--- config.mk ---
export PLATFORM = sky130hd
export DESIGN_NAME = mouse_master_sm_flat
export DESIGN_NICKNAME = d
export VERILOG_FILES = /design/src/rtl/ps2_pkg.sv /design/src/rtl/mouse_master_sm_if.sv /design/src/rtl/mouse_master_sm.sv /design/src/flat_wrapper.sv
export SDC_FILE = /design/constraint.sdc
export NUM_CORES = 1
export LEC_CHECK = 0
export CAP_MARGIN = 0
export CORE_AREA = 2 2 97 99
export DETAILED_ROUTE_END_ITERATION = 12
export DIE_AREA = 0 0 99 101
export MAX_ROUTING_LAYER = met4
export PLACE_DENSITY = 0.84
export SLEW_MARGIN = 0
export SYNTH_ARGS = -nofsm -noshare
export SYNTH_HDL_FRONTEND = slang
export SYNTH_SLANG_ARGS = --single-unit
--- constraint.sdc ---
create_clock -name clk -period 4.57 [get_ports clk]
set_clock_uncertainty 0.15 [all_clocks]
set_input_delay 1.371 -clock clk [delete_from_list [all_inputs] [get_ports clk]]
set_output_delay 1.371 -clock clk [all_outputs]
set_load 0.005 [all_outputs]
--- src/rtl/ps2_pkg.sv ---
// ps2_pkg: state codes, PS/2 command/response bytes and packet sync bit for the mouse master
package ps2_pkg;
    localparam logic [3:0] S_POWERUP      = 4'd0;
    localparam logic [3:0] S_SEND_FF      = 4'd1;
    localparam logic [3:0] S_WAIT_FF_SENT = 4'd2;
    localparam logic [3:0] S_WAIT_FA      = 4'd3;
    localparam logic [3:0] S_WAIT_AA      = 4'd4;
    localparam logic [3:0] S_WAIT_ID      = 4'd5;
    localparam logic [3:0] S_SEND_F4      = 4'd6;
    localparam logic [3:0] S_WAIT_F4_SENT = 4'd7;
    localparam logic [3:0] S_WAIT_F4_ACK  = 4'd8;
    localparam logic [3:0] S_PKT0         = 4'd9;
    localparam logic [3:0] S_PKT1         = 4'd10;
    localparam logic [3:0] S_PKT2         = 4'd11;
    localparam logic [3:0] S_INTR         = 4'd12;
    localparam logic [7:0] CMD_RESET    = 8'hFF;
    localparam logic [7:0] CMD_ENABLE   = 8'hF4;
    localparam logic [7:0] RSP_ACK      = 8'hFA;
    localparam logic [7:0] RSP_SELFTEST = 8'hAA;
    localparam logic [7:0] RSP_ID       = 8'h00;
    localparam int SYNC_BIT = 3;
endpackage

--- src/rtl/mouse_master_sm_if.sv ---
// mouse_master_sm_if: transceiver handshake plus processor-facing packet registers
interface mouse_master_sm_if;
    logic       send_byte;
    logic [7:0] byte_to_send;
    logic       byte_sent;
    logic       read_enable;
    logic [7:0] byte_read;
    logic [1:0] byte_error_code;
    logic       byte_ready;
    logic [7:0] mouse_status;
    logic [7:0] mouse_dx;
    logic [7:0] mouse_dy;
    logic       send_interrupt;
    logic       init_done;
    logic [3:0] master_state;

    modport master (
        output send_byte, byte_to_send, read_enable,
        output mouse_status, mouse_dx, mouse_dy, send_interrupt, init_done, master_state,
        input  byte_sent, byte_read, byte_error_code, byte_ready
    );

    modport slave (
        input  send_byte, byte_to_send, read_enable,
        input  mouse_status, mouse_dx, mouse_dy, send_interrupt, init_done, master_state,
        output byte_sent, byte_read, byte_error_code, byte_ready
    );
endinterface

--- src/rtl/mouse_master_sm.sv ---
// mouse_master_sm: PS/2 mouse init handshake and 3-byte stream packet assembly
module mouse_master_sm
    import ps2_pkg::*;
#(
    parameter logic [31:0] POWERUP_CYCLES = 32'd1000000,
    parameter logic [31:0] RESP_TIMEOUT   = 32'd50000000,
    parameter logic [31:0] PKT_TIMEOUT    = 32'd2000000
) (
    input  logic               clk,
    input  logic               rst_n,
    mouse_master_sm_if.master  bus
);
    logic [3:0]  state_q, state_d;
    logic [31:0] timer_q, timer_d;
    logic [7:0]  byte_to_send_q, byte_to_send_d;
    logic [7:0]  shadow0_q, shadow0_d, shadow1_q, shadow1_d, shadow2_q, shadow2_d;
    logic [7:0]  status_q, status_d, dx_q, dx_d, dy_q, dy_d;
    logic        intr_q, intr_d;
    logic        init_done_q, init_done_d;
    logic        accepted, resp_to, pkt_to;
    logic [7:0]  exp_rsp;

    // Next-state, shadow capture and timer; every wait/packet state advances to state+1 on success
    always_comb begin
        accepted = bus.byte_ready && (bus.byte_error_code == 2'b00);
        exp_rsp = (state_q == S_WAIT_AA) ? RSP_SELFTEST : (state_q == S_WAIT_ID) ? RSP_ID : RSP_ACK;
        resp_to = timer_q == RESP_TIMEOUT - 32'd1;
        pkt_to = timer_q == PKT_TIMEOUT - 32'd1;
        state_d = state_q;
        shadow0_d = shadow0_q;
        shadow1_d = shadow1_q;
        shadow2_d = shadow2_q;
        status_d = status_q;
        dx_d = dx_q;
        dy_d = dy_q;
        intr_d = 1'b0;
        case (state_q)
            S_POWERUP: state_d = (timer_q == POWERUP_CYCLES - 32'd1) ? S_SEND_FF : S_POWERUP;
            S_SEND_FF: state_d = S_WAIT_FF_SENT;
            S_SEND_F4: state_d = S_WAIT_F4_SENT;
            S_WAIT_FF_SENT, S_WAIT_F4_SENT:
                state_d = bus.byte_sent ? state_q + 4'd1 : resp_to ? S_SEND_FF : state_q;
            S_WAIT_FA, S_WAIT_AA, S_WAIT_ID, S_WAIT_F4_ACK:
                state_d = bus.byte_ready ? ((accepted && bus.byte_read == exp_rsp) ? state_q + 4'd1 : S_SEND_FF)
                                         : resp_to ? S_SEND_FF : state_q;
            S_PKT0: begin
                shadow0_d = (accepted && bus.byte_read[SYNC_BIT]) ? bus.byte_read : shadow0_q;
                state_d = (accepted && bus.byte_read[SYNC_BIT]) ? S_PKT1 : S_PKT0;
            end
            S_PKT1: begin
                shadow1_d = accepted ? bus.byte_read : shadow1_q;
                state_d = bus.byte_ready ? (accepted ? S_PKT2 : S_PKT0) : pkt_to ? S_PKT0 : S_PKT1;
            end
            S_PKT2: begin
                shadow2_d = accepted ? bus.byte_read : shadow2_q;
                state_d = bus.byte_ready ? (accepted ? S_INTR : S_PKT0) : pkt_to ? S_PKT0 : S_PKT2;
            end
            S_INTR: begin
                status_d = shadow0_q;
                dx_d = shadow1_q;
                dy_d = shadow2_q;
                intr_d = 1'b1;
                state_d = S_PKT0;
            end
            default: state_d = S_POWERUP;
        endcase
        init_done_d = init_done_q | (state_q == S_WAIT_F4_ACK && state_d == S_PKT0);
        byte_to_send_d = (state_d == S_SEND_FF) ? CMD_RESET : (state_d == S_SEND_F4) ? CMD_ENABLE : byte_to_send_q;
        timer_d = (state_d != state_q) ? 32'd0 : timer_q + 32'd1;
    end

    // State, timer and published registers; async reset clears everything
    always_ff @(posedge clk or negedge rst_n) begin
        if (!rst_n) begin
            state_q <= S_POWERUP;
            timer_q <= '0;
            byte_to_send_q <= '0;
            shadow0_q <= '0;
            shadow1_q <= '0;
            shadow2_q <= '0;
            status_q <= '0;
            dx_q <= '0;
            dy_q <= '0;
            intr_q <= 1'b0;
            init_done_q <= 1'b0;
        end else begin
            state_q <= state_d;
            timer_q <= timer_d;
            byte_to_send_q <= byte_to_send_d;
            shadow0_q <= shadow0_d;
            shadow1_q <= shadow1_d;
            shadow2_q <= shadow2_d;
            status_q <= status_d;
            dx_q <= dx_d;
            dy_q <= dy_d;
            intr_q <= intr_d;
            init_done_q <= init_done_d;
        end
    end

    assign bus.send_byte = (state_q == S_SEND_FF) || (state_q == S_SEND_F4);
    assign bus.read_enable = state_q inside {S_WAIT_FA, S_WAIT_AA, S_WAIT_ID, S_WAIT_F4_ACK, S_PKT0, S_PKT1, S_PKT2};
    assign bus.byte_to_send = byte_to_send_q;
    assign bus.mouse_status = status_q;
    assign bus.mouse_dx = dx_q;
    assign bus.mouse_dy = dy_q;
    assign bus.send_interrupt = intr_q;
    assign bus.init_done = init_done_q;
    assign bus.master_state = state_q;
endmodule
--- src/flat_wrapper.sv ---
// flat-port wrapper written by rule: the top's interface ports become plain ports
module mouse_master_sm_flat import ps2_pkg::*;
#(
    parameter logic [31:0] POWERUP_CYCLES = 32'd1000000,
    parameter logic [31:0] RESP_TIMEOUT   = 32'd50000000,
    parameter logic [31:0] PKT_TIMEOUT    = 32'd2000000
)
  (clk, rst_n, bus_send_byte, bus_byte_to_send, bus_read_enable, bus_mouse_status, bus_mouse_dx, bus_mouse_dy, bus_send_interrupt, bus_init_done, bus_master_state, bus_byte_sent, bus_byte_read, bus_byte_error_code, bus_byte_ready);
  mouse_master_sm_if bus_i ();
  input  logic clk;
  input  logic rst_n;
  output wire logic [$bits(bus_i.send_byte)-1:0] bus_send_byte;
  output wire logic [$bits(bus_i.byte_to_send)-1:0] bus_byte_to_send;
  output wire logic [$bits(bus_i.read_enable)-1:0] bus_read_enable;
  output wire logic [$bits(bus_i.mouse_status)-1:0] bus_mouse_status;
  output wire logic [$bits(bus_i.mouse_dx)-1:0] bus_mouse_dx;
  output wire logic [$bits(bus_i.mouse_dy)-1:0] bus_mouse_dy;
  output wire logic [$bits(bus_i.send_interrupt)-1:0] bus_send_interrupt;
  output wire logic [$bits(bus_i.init_done)-1:0] bus_init_done;
  output wire logic [$bits(bus_i.master_state)-1:0] bus_master_state;
  input wire logic [$bits(bus_i.byte_sent)-1:0] bus_byte_sent;
  input wire logic [$bits(bus_i.byte_read)-1:0] bus_byte_read;
  input wire logic [$bits(bus_i.byte_error_code)-1:0] bus_byte_error_code;
  input wire logic [$bits(bus_i.byte_ready)-1:0] bus_byte_ready;
  assign bus_send_byte = bus_i.send_byte;
  assign bus_byte_to_send = bus_i.byte_to_send;
  assign bus_read_enable = bus_i.read_enable;
  assign bus_mouse_status = bus_i.mouse_status;
  assign bus_mouse_dx = bus_i.mouse_dx;
  assign bus_mouse_dy = bus_i.mouse_dy;
  assign bus_send_interrupt = bus_i.send_interrupt;
  assign bus_init_done = bus_i.init_done;
  assign bus_master_state = bus_i.master_state;
  assign bus_i.byte_sent = bus_byte_sent;
  assign bus_i.byte_read = bus_byte_read;
  assign bus_i.byte_error_code = bus_byte_error_code;
  assign bus_i.byte_ready = bus_byte_ready;
  mouse_master_sm #(.POWERUP_CYCLES(POWERUP_CYCLES), .RESP_TIMEOUT(RESP_TIMEOUT), .PKT_TIMEOUT(PKT_TIMEOUT)) u_core (.clk(clk), .rst_n(rst_n), .bus(bus_i));
endmodule
==> summary.txt, run 1 <==
Floorplanning
  • Rows: 35
  • Die W: 99 µm
  • Ports: 54
  • Die H: 101 µm
  • Total die area: 10000 µm²
  • Core area: 8980 µm²
  • Initial core utilization: 0.540

Critical path
  • Crit. End Element: output pin
  • Reg2Reg Depth: 10
  • Reg2reg end: u_core.timer_q[4]
  • Worst EP arrival: 2590 ps
  • Reg2reg setup slack: 950 ps
  • Startpoint types: register
  • Reg2reg start: u_core.bus.master_state[0]
  • CP Class: register to output pin
  • Worst-path fanout max: 9
  • Worst path required time: 3050 ps

Global routing
  • Met2 Usage GRT: 0.356
  • Met1 usage: 0.289
  • Gr busiest metal: met2
  • Global-route wire length before repair: 17,400 µm
  • Global-route usage over all layers: 0.225
  • Largest net degree at the start of global routing: 89
  • Met3 Resource Use GR: 0.0347
  • GR Overflow Total: 0
  • Vias in the first global route: 3,589
  • Initial antenna violation count: 0

Final layout
  • Layout Nets: 483
  • Antenna Cells: 0
  • Final Util: 0.630
  • Layout cell share with drive strength beyond 1: 0.252
  • Final Cell Area: 5660 µm²
  • Area growth from synthesis to layout: 16.6%

STA
  • Final min period: 4110 ps
  • Setup Total Neg Slack: 0 ps
  • Final Cycle Share: 0.900
  • Final setup viols: 0
  • Pins Over Slew Limit: 0
  • Max_slew headroom: 0.219
  • Pin slew with the least headroom to its limit: 1170 ps
  • RSZ-0062 raised after global routing: no
  • F_max: 243 MHz
  • Hold Vio Cnt, Final: 0

Hold path
  • Hold endpoint: u_core.shadow0_q[3]
  • Hold path cells: 1
  • Hold crit path type: register to register
  • Min-delay src: u_core.shadow0_q[3]

Logic synthesis
  • Main combinational cell family by area after synthesis: simple AND/OR/NAND/NOR gates
  • Top-area cell type share of the netlist area: 0.454
  • Simple-gate share of the synthesized area: 0.251
  • Cells after Synth: 417
  • Synth Register Bits: 88
  • Synthesized net count: 436
  • Post-synth EDFFs: 0
  • Post-Syn Area: 4850 µm²
  • Register area share after synthesis: 0.454
  • Count of cell types in the netlist: 63
  • Adder and majority gate portion of the synthesized area: 0.0129
  • Area leader, netlist: dfrtp_1
  • Syn avg cell area: 11.6 µm²
  • Post-synthesis mux area share: 0.116
  • Top cells by area, synth: dfrtp_1 (45%), mux2_2 (11%), nor4b_2 (9.0%)
  • Synth Area in XOR/XNOR: 0.0596
  • Most frequent cell after synthesis: dfrtp_1
  • Ys flop type: dfrtp_1
  • Most instantiated cells after synthesis: dfrtp_1 (88), mux2_2 (46), nor4b_2 (29), nand2_1 (23)
  • Synth async-reset ratio: 1.00
  • Synthesis warning total: 0
  • Compound-Gate Fraction of Synth Area: 0.0678

Clock tree
  • H-tree Lvls: 3
  • Resized Gates After CTS: 0
  • # hold bufs at CTS: 0
  • Post-CTS setup buffers: 0
  • Clk buf depth: 2
  • CTS tree: yes
  • Clock Root Buffer: clkbuf_8
  • Clk sinks: 88
  • Num CTS Buffers: 9
  • Clk_lat worst skew: 360 ps
  • CTS clk-pin slew, worst paths: 100 ps

Place
  • Post-Place Cell Area: 5470 µm²
  • Hpwl dp: 7430 µm
  • Gpl congestion: 0.901
  • IO buf count: 53

Routing
  • DR pass1 iterations: 5
  • Wire per inst: 18.1 µm
  • 1st-iter DRT viols: 190
  • Post-Route WL: 10,500 µm
  • Antenna viol nets, final: 0
  • Via/cell ratio: 6.07
  • Vias: 3,518
  • DRC violations left: 0

Power and ir drop
  • Pwr per Cell Area: 401 nW/µm²
  • P_leak: 2.39 nW
  • VDD IR max: 0.000777 V

Run
  • Max-cap violations: 0

Outcome
  • Status: complete, no violations
routing by layer:
metal  share of wire  vias to the layer above  wire (µm)
li1                -                     1636          -
met5               0                        -          0
met2            0.49                      153       5140
met3           0.051                       23        539
met1            0.44                     1706       4600
met4           0.020                        0        212
flip-flops by register name (all words and copies together) (netlist names):
| name | flops |
|---|---|
| u_core.timer_q | 32 |
| u_core.bus.mouse_dx | 8 |
| u_core.bus.mouse_dy | 8 |
| u_core.bus.mouse_status | 8 |
| u_core.shadow0_q | 8 |
| u_core.shadow1_q | 8 |
| u_core.shadow2_q | 8 |
| u_core.bus.master_state | 4 |
| u_core.bus.byte_to_send | 2 |
| u_core.bus.init_done | 1 |
| u_core.bus.send_interrupt | 1 |
cells by family (layout without fill, tap and decap cells):
family	count (synthesis)	after routing
buffers and inverters	36	88
AND/OR/NAND/NOR	165	165
AO/OA/AOI/OAI	40	40
flip-flops	88	88
XOR/XNOR	33	33
multiplexers	50	50
adder cells (fa/ha/maj)	5	5
cells in the final DEF (no fill, tap or decap), types with 3 or more instances in the layout:
master and count:
a31oi_1 4, nor4_1 8, a21oi_1 5, nand4b_1 4, nand2b_1 5, and4_1 5
nand4_1 8, buf_4 9, and3_1 5, clkdlybuf4s50_1 52, clkbuf_8 9, mux2_2 46
clkinv_4 3, ha_1 5, mux2i_1 3, nand3_1 19, dfrtp_1 88, nand2_1 23
xnor2_1 11, nor3_1 6, o211ai_1 4, o21ai_0 6, xor2_1 21, inv_1 8
or4_1 5, or3_1 6, nor4b_2 29, nor2_1 21
final cells by class:
class	count	area, µm²
fill	704	3320
inverter	9	33.8
sequential	88	2200
timing repair buffer	63	628
multi-input combinational	293	2470
tap	111	139
clock buffer	10	128
clock inverter	6	53.8
worst max-delay path: stages (launching register included):
cell and delay [ps]:
dfrtp_1 500, inv_1 170, ha_1 360, nor2_1 370, a21boi_0 160, o21a_1 200, clkdlybuf4s50_1 470
how the worst max path moves through the flow:
stage / slack [ps] / depth (start not counted) / startpoint / end
floorplan: 880 / 8 / bus_byte_error_code[1] / u_core.timer_q[23]
global placement: 300 / 9 / bus_byte_ready / u_core.timer_q[31]
detailed placement: 220 / 9 / bus_byte_ready / u_core.timer_q[3]
CTS: 470 / 6 / u_core.bus.master_state[0] / bus_read_enable
global route: 290 / 6 / u_core.bus.master_state[0] / bus_read_enable
finish: 460 / 6 / u_core.bus.master_state[0] / bus_read_enable
report_power, final:
group	switching, mW	internal, mW
sequential	0.0684	0.841
clock	0.297	0.206
combinational	0.491	0.362
metrics by stage:
stage	cells	setup slack [ps]	power (mW)	hold slack, ps
2_1_floorplan	417	875	1.53	285
3_3_place_gp	564	296	1.75	299
3_5_place_dp	564	216	1.78	318
4_1_cts	580	468	2.28	338
5_1_grt	580	294	2.39	356
6_report	580	456	2.27	334
No activity file was read; power rests on OpenSTA's default activity.
==> run 2: changes to the inputs <==
--- a/config.mk
+++ b/config.mk
@@ -9,8 +9,9 @@
 export CORE_AREA = 2 2 97 99
 export DETAILED_ROUTE_END_ITERATION = 12
 export DIE_AREA = 0 0 99 101
+export DONT_BUFFER_PORTS = 1
 export MAX_ROUTING_LAYER = met4
-export PLACE_DENSITY = 0.84
+export PLACE_DENSITY = 0.77
 export SLEW_MARGIN = 0
 export SYNTH_ARGS = -nofsm -noshare
 export SYNTH_HDL_FRONTEND = slang
==> run 2 against run 1 <==
Net effect:
- power decreased by 3.7%
- critical path depth decreased by 1
- wire length decreased by 6.2%
- highest routed layer unchanged
==> summary.txt, run 2 (synthesized netlist as in run 1, its figures left out) <==
Critical path
  • Worst EP arrival: 2200 ps
  • Slowest Stage Delay on Critical Path: 520 ps
  • Crit. End Element: output pin
  • Worst-path fanout max: 9
  • Worst path buffer plus inverter count: 1
  • CP max stage cell: dfrtp_1
  • Startpoint types: register
  • CP Class: register to output pin
  • Top delay family on crit path: flip-flops
  • Critical Path, Cell by Cell: inv_1, ha_1, nor2_1, a21boi_0, o21a_1
  • Worst path required time: 3050 ps

Clock tree
  • Clk_lat worst skew: 370 ps
  • Clk buf depth: 2
  • Num CTS Buffers: 9
  • Clk sinks: 88
  • Resized Gates After CTS: 0
  • H-tree Lvls: 3
  • # hold bufs at CTS: 0
  • CTS clk-pin slew, worst paths: 110 ps
  • Clock Root Buffer: clkbuf_8
  • CTS tree: yes
  • Post-CTS setup buffers: 0

Global routing
  • Global-route usage over all layers: 0.210
  • Largest net degree at the start of global routing: 89
  • Global-route wire length before repair: 16,400 µm
  • Vias in the first global route: 3,217
  • GR Overflow Total: 0
  • Met3 Resource Use GR: 0.0513
  • Met1 usage: 0.264
  • Met2 Usage GRT: 0.346
  • Gr busiest metal: met2
  • Initial antenna violation count: 0

Floorplanning
  • Initial core utilization: 0.540
  • Total die area: 10000 µm²
  • Die H: 101 µm
  • Rows: 35
  • Ports: 54
  • Die W: 99 µm
  • Core area: 8980 µm²

Routing
  • Via/cell ratio: 6.20
  • Vias: 3,243
  • Antenna viol nets, final: 0
  • DR pass1 iterations: 5
  • Post-Route WL: 9840 µm
  • Wire per inst: 18.8 µm
  • 1st-iter DRT viols: 211
  • DRC violations left: 0

Power and ir drop
  • Pwr Total: 2.18 mW
  • VDD IR max: 0.000247 V
  • P_leak: 2.18 nW
  • Pwr per Cell Area: 429 nW/µm²

STA
  • Final setup viols: 0
  • Final Cycle Share: 0.813
  • RSZ-0062 raised after global routing: no
  • Final min period: 3720 ps
  • Hold Vio Cnt, Final: 0
  • F_max: 269 MHz
  • Pins Over Slew Limit: 0
  • Worst hold slack: 338 ps
  • Setup Total Neg Slack: 0 ps
  • Max_slew headroom: 0.227
  • Pin slew with the least headroom to its limit: 1160 ps

Final layout
  • Layout fillers: 739
  • Area growth from synthesis to layout: 4.80%
  • Antenna Cells: 0
  • Reg with most FFs: u_core.timer_q
  • Commonest non-fill, non-tap cells in the layout: dfrtp_1 (88), mux2_2 (46), nor4b_2 (29), nand2_1 (23)
  • Max reg flops: 32
  • Final Util: 0.566
  • Layout Nets: 426
  • Commonest non-fill, non-tap cell in the layout: dfrtp_1
  • Final std cells w/o fill: 523
  • Layout cell share with drive strength beyond 1: 0.277

Place
  • Gpl congestion: 0.900
  • DP Cell Count: 507
  • Hpwl dp: 6910 µm
  • IO buf count: 0

Run
  • Max-cap violations: 0

Outcome
  • Status: complete, no violations

Hold path
  • Hold crit path type: register to register
run 2: changes by cell type in the layout (fill, tap and decap cells not counted):
cell,before,now
clkdlybuf4s50_1,52,0
buf_12,2,0
buf_4,9,6
clkbuf_1,1,0
clkinv_4,3,1
inv_8,1,4
run 2: worst paths after layout:
check	end	slack (ps)	startpoint	depth (start not counted)
worst max-delay path	bus_read_enable	850	u_core.bus.master_state[0]	5
worst min-delay path	u_core.shadow0_q[3]	340	u_core.shadow0_q[3]	1
worst max register to register	u_core.timer_q[21]	900	u_core.bus.master_state[0]	10
worst min register to register	u_core.shadow0_q[3]	340	u_core.shadow0_q[3]	1
max in group asynchronous	u_core.timer_q[15]	3610	rst_n	0
min in group asynchronous	u_core.bus.mouse_status[3]	530	rst_n	0
run 2: metal layers:
metal | part of all wire | up-vias
li1 | - | 1524
met1 | 0.43 | 1590
met2 | 0.49 | 112
met3 | 0.061 | 17
met4 | 0.013 | 0
met5 | 0 | -
run 2: final cells by class:
cell class                      instances  area (µm²)  area share
Sequential cell                        88        2200       0.433
Timing Repair Buffer                    6        45.0     0.00886
Inverter                                9        33.8     0.00664
Clock inverter                          7        70.1      0.0138
Clock buffer                            9         124      0.0244
Multi-Input combinational cell        293        2470       0.486
Tap cell                              111         139      0.0273
run 2: where the power goes:
group | switching [mW] | total [mW] | internal [mW]
Combinational | 0.446 | 0.729 | 0.283
Clock | 0.322 | 0.538 | 0.216
Sequential | 0.0727 | 0.914 | 0.842
Total | 0.841 | 2.18 | 1.34
run 2: metrics by stage:
step,setup slack [ps],area (µm²)
after global placement,632,4890
after floorplan,875,4850
after CTS,865,5080
after global routing,668,5080
final,852,5080
after detailed placement,530,4890
